**config.mk**
```make
export PLATFORM = sky130hd
export DESIGN_NAME = seq_divider_16bit
export DESIGN_NICKNAME = d
export VERILOG_FILES = /design/src/rtl/seq_divider_16bit.sv
export SDC_FILE = /design/constraint.sdc
export NUM_CORES = 1
export LEC_CHECK = 0
export CAP_MARGIN = 15
export CORE_MARGIN = 5
export CORE_UTILIZATION = 53
export CTS_CLUSTER_SIZE = 25
export DETAILED_ROUTE_END_ITERATION = 7
export PLACE_DENSITY = 0.79
export SLEW_MARGIN = 20
export SYNTH_ARGS = -nofsm -noshare
export SYNTH_HDL_FRONTEND = slang
export SYNTH_SLANG_ARGS = --single-unit
```
**constraint.sdc**
```tcl
create_clock -name clk -period 2.95 [get_ports clk]
set_clock_uncertainty 0.1 [all_clocks]
set_input_delay 0.4425 -clock clk [delete_from_list [all_inputs] [get_ports clk]]
set_output_delay 0.4425 -clock clk [all_outputs]
set_load 0.03 [all_outputs]
```
**src/rtl/seq_divider_16bit.sv**
```systemverilog
// seq_divider_16bit: restoring shift-subtract 16-bit unsigned divider, one quotient bit per cycle
module cla4 (
  input  logic [3:0] a,
  input  logic [3:0] b,
  input  logic       cin,
  output logic [3:0] s,
  output logic       gg,
  output logic       pg
);
  logic [3:0] g, p, c;
  assign g = a & b;
  assign p = a ^ b;
  assign c[0] = cin;
  assign c[1] = g[0] | (p[0] & cin);
  assign c[2] = g[1] | (p[1] & g[0]) | (p[1] & p[0] & cin);
  assign c[3] = g[2] | (p[2] & g[1]) | (p[2] & p[1] & g[0]) | (p[2] & p[1] & p[0] & cin);
  assign s = p ^ c;
  assign gg = g[3] | (p[3] & g[2]) | (p[3] & p[2] & g[1]) | (p[3] & p[2] & p[1] & g[0]);
  assign pg = &p;
endmodule

module cla16 (
  input  logic [15:0] a,
  input  logic [15:0] b,
  input  logic        cin,
  output logic [15:0] s,
  output logic        cout
);
  logic [3:0] gg, pg, gc;
  assign gc[0] = cin;
  assign gc[1] = gg[0] | (pg[0] & cin);
  assign gc[2] = gg[1] | (pg[1] & gg[0]) | (pg[1] & pg[0] & cin);
  assign gc[3] = gg[2] | (pg[2] & gg[1]) | (pg[2] & pg[1] & gg[0]) | (pg[2] & pg[1] & pg[0] & cin);
  assign cout = gg[3] | (pg[3] & gg[2]) | (pg[3] & pg[2] & gg[1]) | (pg[3] & pg[2] & pg[1] & gg[0]) | (&pg & cin);
  for (genvar k = 0; k < 4; k++) begin : g_blk
    cla4 u_cla4 (
      .a   (a[4*k +: 4]),
      .b   (b[4*k +: 4]),
      .cin (gc[k]),
      .s   (s[4*k +: 4]),
      .gg  (gg[k]),
      .pg  (pg[k])
    );
  end
endmodule

module seq_divider_16bit (
  input  logic        clk,
  input  logic        rst,
  input  logic        start,
  input  logic [15:0] dividend,
  input  logic [15:0] divisor,
  output logic        busy,
  output logic        done,
  output logic [15:0] quotient,
  output logic [15:0] remainder,
  output logic        div_by_zero
);
  typedef enum logic [1:0] {IDLE, RUN, DONE} state_t;
  state_t state, state_nxt;
  logic [3:0] cnt;
  logic [15:0] r, q, dvs, sum, r_nxt, q_nxt;
  logic [16:0] r_sh;
  logic cout, borrow, zero, to_done;
  cla16 u_cla (
    .a    (r_sh[15:0]),
    .b    (~dvs),
    .cin  (1'b1),
    .s    (sum),
    .cout (cout)
  );
  always_comb begin
    r_sh = {r, q[15]};
    borrow = r_sh[16] ^ ~cout;
    r_nxt = borrow ? r_sh[15:0] : sum;
    q_nxt = {q[14:0], ~borrow};
    zero = dvs == 16'd0;
    state_nxt = state == IDLE ? (start ? RUN : IDLE)
              : state == RUN  ? ((zero || cnt == 4'd15) ? DONE : RUN)
              : IDLE;
    to_done = state == RUN && state_nxt == DONE;
  end
  assign busy = state != IDLE;
  assign done = state == DONE;
  always_ff @(posedge clk) begin
    if (rst) begin
      state <= IDLE;
      cnt <= 4'd0;
      r <= 16'd0;
      q <= 16'd0;
      dvs <= 16'd0;
      quotient <= 16'd0;
      remainder <= 16'd0;
      div_by_zero <= 1'b0;
    end else begin
      state <= state_nxt;
      if (state == IDLE && start) begin
        dvs <= divisor;
        q <= dividend;
        r <= 16'd0;
        cnt <= 4'd0;
        div_by_zero <= 1'b0;
      end else if (state == RUN && !zero) begin
        r <= r_nxt;
        q <= q_nxt;
        cnt <= cnt + 4'd1;
      end
      if (to_done) begin
        quotient <= zero ? 16'hFFFF : q_nxt;
        remainder <= zero ? q : r_nxt;
        div_by_zero <= zero;
      end
    end
  end
endmodule

```
==> impl_metrics.yaml <==
clock_tree:
  numCtsBuffers: 9
  cts_tree: "done"
  cts_hold_buffers: 0
  htree_levels: 3
  clock_sinks: 87
  root_buffer: "clkbuf_8"
  clk_pin_slew_ns: 0.09
  cts_max_path_buffers: 2
  insertion_delay_ns: 0.35
global_routing:
  antenna_found_initial: 0
  grt_pass1_vias: 3932
  gr-total-overflow: 0
  grt_max_degree: 61
  grt_pass1_wl_um: 19600
  track_usage_pct: 24.4
pwr:
  p_sw_mw: 1.29
  power_density_mw_per_mm2: 646
  p_comb_share_pct: 40.2
  p_seq_share_pct: 36.7
  p_int_mw: 2.34
  p_sw_share_pct: 35.6
  irDropWorstVdd_mv: 0.281
  p_leak_nw: 2.05
  p_clk_share_pct: 23.1
die:
  dieHeight_um: 99.9
  die_w_um: 99.9
  die_area_mm2: 0.00997
  pin_count: 70
  row_count: 32
  core_mm2: 0.00781
  start_util_pct: 54.8
logic_synthesis:
  synth_cells: 518
  synthArstFlopShare_pct: 0
  yosys.area_share.adder_pct: 6.67
  synth.cell_area_mm2: 0.00428
  ys_warn_count: 0
  synth_area_per_cell_um2: 8.26
  synth_edf_count: 0
  synth_top_family_by_area: "compound AO/OA/AOI/OAI gates"
  synth-xor-area-share_pct: 2.46
  synth_fp_nets: 574
  synth_cell_types: 52
  yosys_register_bits: 87
  synth.mux.area_fraction_pct: 3.74
  seq_area_frac_synth_pct: 40.7
  synth_simple_gate_area_share_pct: 16.0
  synth_compound_area_share_pct: 24.5
  ys.flop_type: "dfxtp_1"
critical_path:
  crit_end: "remainder[5]"
  reg2reg_depth: 12
  r2r_start: "q[15]"
  worstSetupStartpoint: "q[15]"
  r2r-end: "remainder[5]"
  end_kind: "flip-flop"
  path_class: "flip-flop to flip-flop"
  worstPathRequired_ns: 3.07
  critPathMaxFanout: 8
  cp_data_arrival_time_ns: 3.06
  start_kind: "flip-flop"
  rrSetupSlack_ns: 0.01
timing:
  finalHoldViolations: 0
  fmax_mhz: 340
  slew_headroom_pct: 37.5
  period_share_pct: 99.7
  final.setup.tns_ns: 0
  fin_crit_ns: 2.94
  slew_viol_final: 0
  setup_viol: 0
  rsz0062_at_grt: "yes"
  tightest_slew_ns: 0.936
layout:
  layout-drive-gt1-share_pct: 14.7
  diodes: 0
  nets: 649
  final_util_pct: 72.0
  area.growth.synth_to_final_pct: 31.3
  layout_commonest_cell: "nand2_1"
  layout_common_cells: "nand2_1 (82), dfxtp_1 (79), clkdlybuf4s50_1 (68)"
placed_design:
  numPortBuffers: 69
  dpl.hpwl_um: 8630
  place_congestion: 0.897
detailed_routing:
  num_vias: 4155
  wl_um: 12700
  drt_iter0_markers: 380
  drt_first_pass_iters: 5
  vias_per_cell: 5.94
  route.detailed.drc: 0
  ant_nets: 0
  detail_route.wl_per_cell_um: 18.2
min_path:
  hold_class: "flip-flop to flip-flop"
run:
  max_cap_viol_count: 0
outcome:
  status: "finished, final reports clean"
cell type report:
| cell class | count | area, um2 |
|---|---|---|
| inverters | 30 | 113 |
| fillers | 587 | 2190 |
| clock buffers | 9 | 124 |
| repair buffers | 95 | 936 |
| well taps | 102 | 128 |
| flip-flops and latches | 87 | 1750 |
| multi-input cells | 370 | 2500 |
| clock inverters | 6 | 67.6 |
state kept, by name (all words and copies together), names as in the netlist:
signal and cells:
cnt 4, div_by_zero 1, dvs 16, q 16, quotient 16, r 16, remainder 16, state 2
logic make-up (layout without fill, tap and decap cells):
family | after synthesis | in the layout
AO/OA/AOI/OAI | 165 | 165
AND/OR/NAND/NOR | 156 | 156
flip-flops | 87 | 87
buffers and inverters | 61 | 140
adder cells (fa/ha/maj) | 21 | 21
multiplexers | 16 | 16
XOR/XNOR | 12 | 12
worst min path at each step:
stage                            start           end  cells past startpoint
after detailed placement  remainder[2]  remainder[2]                      2
after global routing      remainder[2]  remainder[2]                      2
after global placement    remainder[1]  remainder[1]                      2
final                     remainder[2]  remainder[2]                      2
after CTS                 remainder[2]  remainder[2]                      2
after floorplan                 dvs[1]        dvs[1]                      2
synthesized netlist by cell type, types with 3 or more instances:
cell      number  share of area [%]
dfxtp_1       87                 41
nand2_1       82                7.2
ha_1          18                5.3
nand2b_1       4               0.58
nor3_1         3               0.35
a31oi_1        3               0.44
a21oi_1       63                7.4
a21o_1        10                1.8
clkbuf_1      29                2.5
nor4_1         4               0.58
a22oi_1       16                2.8
o22ai_1       16                2.3
nor2b_1        5               0.73
o21ai_0       19                2.2
fa_1           3                1.4
a211oi_1      14                2.5
mux2i_1       16                3.7
nor2_1        40                3.5
and4_1         3               0.61
xnor2_1       10                2.0
nand4_1        4               0.58
inv_1         30                2.6
power groups by stage:
stage,logic (mW),registers (mW),clock network (mW)
after floorplan,0.753,1.36,0
after global placement,1.06,1.35,0
after detailed placement,1.07,1.35,0
after CTS,1.09,1.32,0.843
after global routing,1.56,1.34,0.901
final,1.46,1.33,0.839
critical path, cell delays in order, from the launching register on:
cell,delay [ns]
dfxtp_2,0.34
inv_1,0.16
ha_4,0.24
o21a_2,0.24
o221ai_4,0.25
o21ai_4,0.12
a21o_1,0.22
a211oi_2,0.28
clkbuf_16,0.22
buf_12,0.17
mux2i_4,0.25
a21o_1,0.15
a21oi_2,0.06
per-layer routing:
layer / GRT usage (%) / wire [um]
met5: 0 / 0
met4: 6.83 / 222
met3: 5.91 / 1010
met2: 39.1 / 6110
met1: 32.8 / 5380
per-stage QoR:
stage	area (um2)	instances	hold WS, ns	worst slack [ns]	power [mW]
floorplan	4280	518	0.349	0.332	2.12
global placement	5100	674	0.347	0.0426	2.40
detailed placement	5100	674	0.348	0.0167	2.42
CTS	5300	689	0.361	0.0265	3.26
global route	5620	699	0.380	-0.0894	3.80
finish	5620	699	0.362	0.00987	3.63
what timing repair did:
action	CTS	global route
pin swaps	0	9
gates cloned	0	0
gates resized for setup	1	50
setup endpoints to repair	1	19
buffers inserted	0	10
Note: power is estimated with default switching activity, not from simulation.
